[src/rtl/down_counter.sv]
// WIDTH-bit down counter with enable, synchronous reset, a combinational
// zero flag and a one-cycle registered pulse on 0 -> max underflow.
module down_counter #(
    parameter int               WIDTH       = 4,
    parameter logic [WIDTH-1:0] RESET_VALUE = {WIDTH{1'b1}}
) (
    input  logic             clk,
    input  logic             rst,
    input  logic             enable,
    output logic [WIDTH-1:0] count,
    output logic             zero,
    output logic             wrap
);
    localparam logic [WIDTH-1:0] ONE = WIDTH'(1);

    // Underflow falls out of modulo arithmetic; wrap is captured on the same edge.
    always_ff @(posedge clk) begin
        if (rst) begin
            count <= RESET_VALUE;
            wrap  <= 1'b0;
        end else begin
            if (enable) begin
                count <= count - ONE;
            end
            wrap <= enable && (count == '0);
        end
    end

    assign zero = (count == '0);
endmodule

[config.mk]
export PLATFORM = sky130hd
export DESIGN_NAME = down_counter
export DESIGN_NICKNAME = d
export VERILOG_FILES = /design/src/rtl/down_counter.sv
export SDC_FILE = /design/constraint.sdc
export NUM_CORES = 1
export LEC_CHECK = 0
export ABC_AREA = 1
export CORE_AREA = 8 8 45 47
export CTS_CLUSTER_DIAMETER = 150
export CTS_CLUSTER_SIZE = 28
export DETAILED_ROUTE_END_ITERATION = 8
export DIE_AREA = 0 0 53 55
export GPL_TIMING_DRIVEN = 0
export PLACE_DENSITY = 0.44
export SYNTH_ARGS = -nofsm -noshare
export SYNTH_HDL_FRONTEND = slang
export SYNTH_SLANG_ARGS = --single-unit
[constraint.sdc]
create_clock -name clk -period 1.15 [get_ports clk]
set_clock_uncertainty 0.2 [all_clocks]
set_input_delay 0.115 -clock clk [delete_from_list [all_inputs] [get_ports clk]]
set_output_delay 0.115 -clock clk [all_outputs]
set_load 0.02 [all_outputs]
==> results.tsv, run 1 <==
metric	value	unit
Core Region	1384	sq um
reported net switching power	0.1240	mW
Die ar.	2915	sq um
Max Used Layer	met4	
Worst Tran Pin Value	174.8	ps
syn avg cell area	7.924	sq um
final instance area	407.9	sq um
Initial Util	15.46	%
Post-Syn Instances	27	
initial antenna violation count	0	
Clock transition at path regs	40	ps
Rows	14	
Via density	4.035	
wire length on met2	209	microns
Final Slew Violations	0	
Max Buffers Root-to-Sink	2	
CP Capture Type	primary output	
Placed Area	347.8	sq um
worst path buffer plus inverter count	3	
register area share after synthesis	46.78	%
critical path arrival	1050	ps
first-pass GRT wire length	1.028	mm
Layout area overhead	90.64	%
critical setup path kind	reg2out	
CTS tree	built	
Hold Path Class	reg2reg	
IO Count	9	
Seq pwr share	39.5	%
setup TNS	-243.5	ps
share of layout cells above drive strength 1	56.10	%
Peak supply drop	0.4874	mV
clk_lat worst skew	240	ps
fin cells	57	
final period utilization	119.1	%
pwr/cell area	1164	nW/um^2
# port buffers	8	
Clock Sinks	5	
crit path max-delay cell type	dfxtp_4	
Netlist cell types	12	
final routed DRC violation total	0	
Tot GR Track Use	5.255	%
failing checks	negative setup slack	
slew margin rel.	88.31	%
Critical Path Source Type	register	
post-route minimum period	1369	ps
number of synthesized register bits	5	
Pre-antenna DRT Iters	4	
Hold Vio Cnt, Final	0	
htree depth	1	
DR WL met3	87	microns
Pleak	0.1806	nW
Comb pwr share	17.2	%
Clock Power Share	43.3	%
yosys warns	0	
Max FO, Critical Path	2	
unrepaired setup endpoints after global routing	yes	
Die Ht	55	microns
Synth Cell Area	214.0	sq um
CTS root buf	clkbuf_4	
Setup WS post-layout	-219.4	ps
Setup violations, final	2	
Final Util	29.48	%
CP Cell Sequence	inv_4 > ha_4 > inv_2 > nor3_4 > buf_6	
CP delay by family, top	flip-flops	
hold-fix buffers at CTS	0	
nets	46	
Sw Share	26.13	%
status	complete, but fails checks	
fmax	730.2	MHz
GP Congestion	0.6189	
P_int	0.3507	mW
Inst Count DP	51	
GRT overflow	0	
Mapped Nets	31	
vias in the first global route	242	
largest net degree at the start of global routing	6	
met1 WL	281	microns
Die W	53	microns
CP peak stage delay	340	ps
final WL	585	microns
most common cell after layout, fill and taps aside	buf_6	
antenna fix cells	0	
CP Data Required Time	830	ps
Iteration-0 DRC Markers	6	
total CTS buffers	3	
DP HPWL	417.9	microns
drt wl/cell	10.26	microns
vias	230	
Max Cap Viol	0	
ANT nets after route	0	
[power groups by stage]
stage	clock, mW	combinational (mW)	sequential (mW)
finish	0.206	0.0815	0.188
global route	0.237	0.0902	0.188
CTS	0.217	0.0803	0.188
global placement	0	0.0619	0.194
detailed placement	0	0.0637	0.194
floorplan	0	0.0261	0.202
[flip-flops by register name (all words and copies together) (netlist names)]
signal	flops
wrap	1
count	4
[Yosys cell counts]
library cell / count / area share (%)
inv_1: 5 / 8.8
o21ai_1: 3 / 7.0
ha_1: 1 / 5.8
nor2_1: 2 / 3.5
inv_2: 1 / 1.8
nand3_1: 3 / 7.0
nand3b_1: 1 / 3.5
nor3_1: 2 / 4.7
a21oi_1: 1 / 2.3
nor2_4: 1 / 5.3
dfxtp_1: 5 / 47
nand2_1: 2 / 3.5
[routing by layer]
layer	vias up	global-route usage (%)
met1	101	5.496
met3	2	4.011
met2	11	6.445
met4	0	5.172
met5	-	0
li1	116	-
[final cells by class]
| type | instances | area, sq um |
|---|---|---|
| Multi-Input combinational cell | 16 | 122.6 |
| Fill cell | 147 | 975.9 |
| Clock buffer | 4 | 26.28 |
| Inverter | 6 | 27.53 |
| Timing Repair Buffer | 10 | 98.84 |
| Sequential cell | 5 | 112.6 |
| Tap cell | 16 | 20.02 |
[cells by family after synthesis]
group           after synthesis  synth area share [%]
compound gates                4                 9.352
flops                         5                 46.79
simple gates                 11                 27.49
fa+ha+maj                     1                 5.847
buf+inv                       6                 10.53
[through the flow]
| stage | setup WS (ps) | hold WS (ps) | power [mW] |
|---|---|---|---|
| global route | -285.3 | 309.0 | 0.5151 |
| global placement | -492.4 | 299.5 | 0.2559 |
| floorplan | -3.701 | -8.206 | 0.2277 |
| CTS | -235.2 | 292.6 | 0.4854 |
| detailed placement | -504.3 | 292.9 | 0.2575 |
| finish | -219.4 | 286.9 | 0.4747 |
[worst paths after layout]
path,startpoint,endpoint,slack (ps),cells past startpoint
worst max-delay path,count[1]$_SDFFE_PP1P_,zero,-220,5
worst min-delay path,count[3]$_SDFFE_PP1P_,wrap$_SDFF_PP0_,290,1
worst max register to register,count[1]$_SDFFE_PP1P_,count[2]$_SDFFE_PP1P_,60,5
worst min register to register,count[3]$_SDFFE_PP1P_,wrap$_SDFF_PP0_,290,1
[timing repair]
item | 4_1_cts | 5_1_grt
pin swaps | 1 | 0
resized for setup | 33 | 5
setup buffers | 2 | 1
endpoints found under the setup margin | 6 | 7
Power figures use the tool's default switching activity.
==> run 2: changes to the inputs <==
--- a/config.mk
+++ b/config.mk
@@ -5,14 +5,12 @@
 export SDC_FILE = /design/constraint.sdc
 export NUM_CORES = 1
 export LEC_CHECK = 0
-export ABC_AREA = 1
 export CORE_AREA = 8 8 45 47
 export CTS_CLUSTER_DIAMETER = 150
 export CTS_CLUSTER_SIZE = 28
 export DETAILED_ROUTE_END_ITERATION = 8
 export DIE_AREA = 0 0 53 55
-export GPL_TIMING_DRIVEN = 0
-export PLACE_DENSITY = 0.44
+export PLACE_DENSITY = 0.45
 export SYNTH_ARGS = -nofsm -noshare
 export SYNTH_HDL_FRONTEND = slang
 export SYNTH_SLANG_ARGS = --single-unit
==> results.tsv, run 2 <==
metric	value	unit
Final Slew Violations	0	
IO Count	9	
pwr/cell area	1043	nW/um^2
final WL	610	microns
Peak supply drop	0.4236	mV
Pre-antenna DRT Iters	2	
yosys warns	0	
Mapped Nets	27	
CP endpoint	zero	
total CTS buffers	3	
Hold Slack	366.8	ps
cell taking the most area after synthesis	dfxtp_1	
antenna fix cells	0	
top flop regs	count x4, wrap x1	
CP Cell Sequence	inv_2 > ha_4 > nor3b_4 > buf_6	
Reg-to-Reg End	count[2]$_SDFFE_PP1P_	
Fill cells	147	
Clock Sinks	5	
ANT nets after route	0	
nets	49	
clk_lat worst skew	240	ps
Core Region	1384	sq um
Synth top area share	42.78	%
Synth Cell Area	234.0	sq um
final routed DRC violation total	0	
Synth top cells by count	dfxtp_1 (5), inv_1 (2), nand2_1 (2)	
first-pass GRT wire length	1.104	mm
most common cell after layout, fill and taps aside	buf_4	
Pleak	0.2240	nW
CTS tree	built	
Setup WS post-layout	-232.4	ps
vias in the first global route	269	
crit path from	count[0]$_SDFFE_PP1P_	
vias	240	
most frequent cells in the layout	buf_4 (8), buf_6 (5), clkbuf_4 (3)	
post-route minimum period	1382	ps
status	complete, but fails checks	
Die ar.	2915	sq um
CP peak stage delay	340	ps
CTS root buf	clkbuf_4	
async set or reset register ratio after synthesis	0	%
WP depth	4	
Max FO, Critical Path	2	
Hold Path Class	reg2reg	
CP delay by family, top	flip-flops	
critical setup path kind	reg2out	
Initial Util	16.91	%
Setup violations, final	5	
syn avg cell area	10.17	sq um
number of synthesized register bits	5	
Die W	53	microns
Max Cap Viol	0	
total chip power	0.5036	mW
initial antenna violation count	0	
drt wl/cell	10.17	microns
Post-Syn Instances	23	
unrepaired setup endpoints after global routing	yes	
Max Buffers Root-to-Sink	2	
Layout area overhead	106.4	%
Rows	14	
Synth Flop Type	dfxtp_1	
Netlist cell types	17	
EDFF count, synth	0	
Tot GR Track Use	5.574	%
CP Capture Type	primary output	
Area contributors post-synth	dfxtp_1 (43%), nor4b_4 (10%), ha_1 (5.3%)	
Die Ht	55	microns
Critical Path Source Type	register	
Worst Tran Pin Value	240.0	ps
final period utilization	120.2	%
top-count cell post-synth	dfxtp_1	
hold-fix buffers at CTS	0	
failing checks	negative setup slack	
htree depth	1	
largest net degree at the start of global routing	7	
worst path buffer plus inverter count	2	
# port buffers	8	
CP Data Required Time	830	ps
DP HPWL	475.9	microns
share of layout cells above drive strength 1	70.45	%
max reg flops	4	
GP Congestion	0.6438	
slew margin rel.	83.95	%
Clock transition at path regs	40	ps
Reg2Reg Depth	6	
FF-to-FF Start	count[0]$_SDFFE_PP1P_	
Hold Vio Cnt, Final	0	
Iteration-0 DRC Markers	3	
worst reg2reg setup slack	-160	ps
Via density	4.000	
Top reg by flops	count	
fmax	723.4	MHz
critical path arrival	1070	ps
GRT overflow	0	
register area share after synthesis	42.78	%
crit path max-delay cell type	dfxtp_4	
==> run 2: kinds of logic after synthesis <==
group	Yosys count	share of synthesized area [%]
multiplexers	1	4.278
AO/OA/AOI/OAI	3	8.556
buffers and inverters	2	3.210
flip-flops	5	42.78
XOR/XNOR	1	3.744
adder cells (fa/ha/maj)	1	5.347
AND/OR/NAND/NOR	10	32.09
==> run 2: routing by layer <==
layer	part of all wire, %	vias up	GRT usage, %
met5	0	-	0
met4	2.5	0	5.172
met3	16	2	4.278
met2	42	11	8.398
met1	39	108	4.711
li1	-	119	-
==> run 2: metrics by stage <==
stage          std cells  setup TNS [ps]  setup WS [ps]  util, %  cell area [sq um]
6_report              60          -528.4         -232.4    34.90              483.0
3_5_place_dp          54           -2281         -455.7    30.56              422.9
4_1_cts               62          -934.3         -255.1    35.90              496.7
5_1_grt               60          -788.6         -283.9    34.90              483.0
2_1_floorplan         23          -36.87         -24.63        -              270.3
3_3_place_gp          54           -2156         -447.8    30.56              422.9
==> run 2: worst min-delay path by stage <==
stage                                startpoint               to  slack [ps]  cells after the start
after floorplan                             rst  wrap$_SDFF_PP0_          -9                      1
after global placement    count[2]$_SDFFE_PP1P_  wrap$_SDFF_PP0_         390                      2
after detailed placement  count[2]$_SDFFE_PP1P_  wrap$_SDFF_PP0_         380                      2
after CTS                                   rst  wrap$_SDFF_PP0_         360                      2
after global routing                        rst  wrap$_SDFF_PP0_         390                      2
final                     count[3]$_SDFFE_PP1P_  wrap$_SDFF_PP0_         370                      2
==> run 2: tightest hold or removal path, stage by stage (launching register included) <==
cell and delay [ps]:
dfxtp_2 360, buf_4 130, nor4_2 40
==> run 2: cell type report <==
type | count | area (sq um) | share of cell area [%]
multi-input cells | 16 | 170.2 | 35.23
inverters | 2 | 10.01 | 2.073
repair buffers | 17 | 146.4 | 30.31
flip-flops and latches | 5 | 110.1 | 22.80
clock buffers | 4 | 26.28 | 5.440
well taps | 16 | 20.02 | 4.145
==> run 2: timing repair <==
item | in CTS | in global routing
gates cloned | 0 | 0
gates resized for setup | 34 | 8
pin swaps | 3 | 2
setup buffers | 4 | 2
setup endpoints to repair | 9 | 10
==> run 2: report_power, final <==
| part | internal [mW] | total (mW) | switching [mW] |
|---|---|---|---|
| Sequential | 0.181 | 0.188 | 0.00671 |
| Combinational | 0.0623 | 0.109 | 0.0470 |
| Clock | 0.131 | 0.206 | 0.0747 |
==> run 3: changes to the inputs <==
--- a/config.mk
+++ b/config.mk
@@ -10,6 +10,7 @@
 export CTS_CLUSTER_SIZE = 28
 export DETAILED_ROUTE_END_ITERATION = 8
 export DIE_AREA = 0 0 53 55
+export MAX_ROUTING_LAYER = met4
 export PLACE_DENSITY = 0.45
 export SYNTH_ARGS = -nofsm -noshare
 export SYNTH_HDL_FRONTEND = slang
==> results.tsv, run 3 (same netlist as run 2, synthesis figures left out) <==
metric	value	unit
FF+latch area	110.1	sq um
total chip power	0.5027	mW
met2 Use GR	8.398	%
setup TNS	-526.9	ps
Reg2Reg Depth	6	
Worst Tran Pin Value	236.5	ps
largest net degree at the start of global routing	7	
DP HPWL	475.9	microns
FF-to-FF Start	count[0]$_SDFFE_PP1P_	
P_int	0.3751	mW
antenna fix cells	0	
Rows	14	
Die ar.	2915	sq um
fmax	723.7	MHz
Iteration-0 DRC Markers	3	
Clock Power Share	40.9	%
CP Data Required Time	830	ps
Setup WS post-layout	-231.8	ps
Sw Share	25.38	%
Layout area overhead	106.4	%
Max FO, Critical Path	2	
CP peak stage delay	340	ps
post-route minimum period	1382	ps
slew margin rel.	84.18	%
share of layout cells above drive strength 1	70.45	%
gr busiest metal	met2	
# port buffers	8	
Die W	53	microns
pwr/cell area	1041	nW/um^2
max reg flops	4	
first-pass GRT wire length	1.104	mm
final instance area	483.0	sq um
reported net switching power	0.1276	mW
Placed Area	422.9	sq um
Setup violations, final	5	
GP Congestion	0.6492	
Seq pwr share	37.4	%
CP Cell Sequence	inv_2 > ha_4 > nor3b_4 > buf_6	
failing checks	negative setup slack	
critical path arrival	1070	ps
CP Capture Type	primary output	
final WL	607	microns
M3 GR Usage	3.476	%
Min-Delay Startpoint	count[3]$_SDFFE_PP1P_	
clk_lat worst skew	240	ps
Core Region	1384	sq um
WHS Endpoint	wrap$_SDFF_PP0_	
CTS root buf	clkbuf_4	
Die Ht	55	microns
Pre-antenna DRT Iters	2	
vias in the first global route	272	
Hold Vio Cnt, Final	0	
crit path max-delay cell type	dfxtp_4	
CTS tree	built	
Peak supply drop	0.4209	mV
initial antenna violation count	0	
Fill cells	147	
Comb pwr share	21.7	%
Final Slew Violations	0	
status	complete, but fails checks	
most common cell after layout, fill and taps aside	buf_4	
Reg-to-Reg End	count[2]$_SDFFE_PP1P_	
hold-fix buffers at CTS	0	
Tot GR Track Use	5.743	%
total CTS buffers	3	
Hold Path Class	reg2reg	
critical setup path kind	reg2out	
hold-critical path depth	2	
Max Buffers Root-to-Sink	2	
nets	49	
Final Util	34.90	%
ANT nets after route	0	
global routing usage on met1	5.167	%
vias	240	
Clock transition at path regs	40	ps
Clock Sinks	5	
worst path buffer plus inverter count	2	
IO Count	9	
final routed DRC violation total	0	
htree depth	1	
Via density	4.000	
worst reg2reg setup slack	-160	ps
Critical Path Source Type	register	
multi-input logic area	170.2	sq um
Initial Util	16.91	%
most frequent cells in the layout	buf_4 (8), buf_6 (5), clkbuf_4 (3)	
GRT overflow	0	
final period utilization	120.2	%
Top reg by flops	count	
CP delay by family, top	flip-flops	
Max Cap Viol	0	
drt wl/cell	10.12	microns
Pleak	0.2240	nW
top flop regs	count x4, wrap x1	
crit path from	count[0]$_SDFFE_PP1P_	
unrepaired setup endpoints after global routing	yes	
==> run 3: cell counts in the layout (fill, tap and decap cells not counted) <==
No cell type changed its count.
==> run 3: worst register-to-register path, delay by kind of cell (launching register included) <==
family | cells | cell delay [ps]
AOI/OAI and AO/OA | 1 | 110
adders and majority gates | 1 | 140
buffers and inverters | 3 | 270
DFF | 1 | 350
and+or+nand+nor | 1 | 160
==> run 3: repair_timing <==
| action | CTS | global route |
|---|---|---|
| gates resized for setup | 34 | 8 |
| setup endpoints to repair | 9 | 10 |
| hold endpoints to repair | 0 | 0 |
| pin swaps | 3 | 2 |
| setup buffers | 4 | 2 |
==> run 3: power by group through the flow <==
stage	Clock, mW	Sequential [mW]	Combinational (mW)
finish	0.206	0.188	0.109
floorplan	0	0.205	0.0278
detailed placement	0	0.190	0.0914
CTS	0.217	0.187	0.122
global route	0.239	0.189	0.120
global placement	0	0.189	0.0903
==> run 3: worst max path at each step <==
stage                            end  cells after the start  slack, ps
3_5_place_dp                    zero                      4       -460
3_3_place_gp                    zero                      4       -450
2_1_floorplan  count[1]$_SDFFE_PP1P_                      4        -20
6_report                        zero                      4       -230
5_1_grt                         zero                      4       -280
4_1_cts                         zero                      4       -260
==> run 3: per-stage QoR <==
stage / hold slack, ps / instances / setup slack, ps
6_report: 366.8 / 60 / -231.8
5_1_grt: 393.0 / 60 / -283.9
4_1_cts: 358.5 / 62 / -255.1
3_5_place_dp: 383.9 / 54 / -455.7
3_3_place_gp: 386.5 / 54 / -447.8
2_1_floorplan: -8.830 / 23 / -24.63
==> run 3: layer usage <==
metal  vias up  part of all wire, %  routed length [microns]
li1        119                    -                        -
met1       108                   42                      256
met2        11                   43                      258
met3         2                   13                       76
met4         0                  2.5                       15
met5         -                    0                        0
==> run 3: layout make-up <==
type / instances / share of cell area [%]
flip-flops and latches: 5 / 22.80
multi-input cells: 16 / 35.23
well taps: 16 / 4.145
clock buffers: 4 / 5.440
repair buffers: 17 / 30.31
inverters: 2 / 2.073
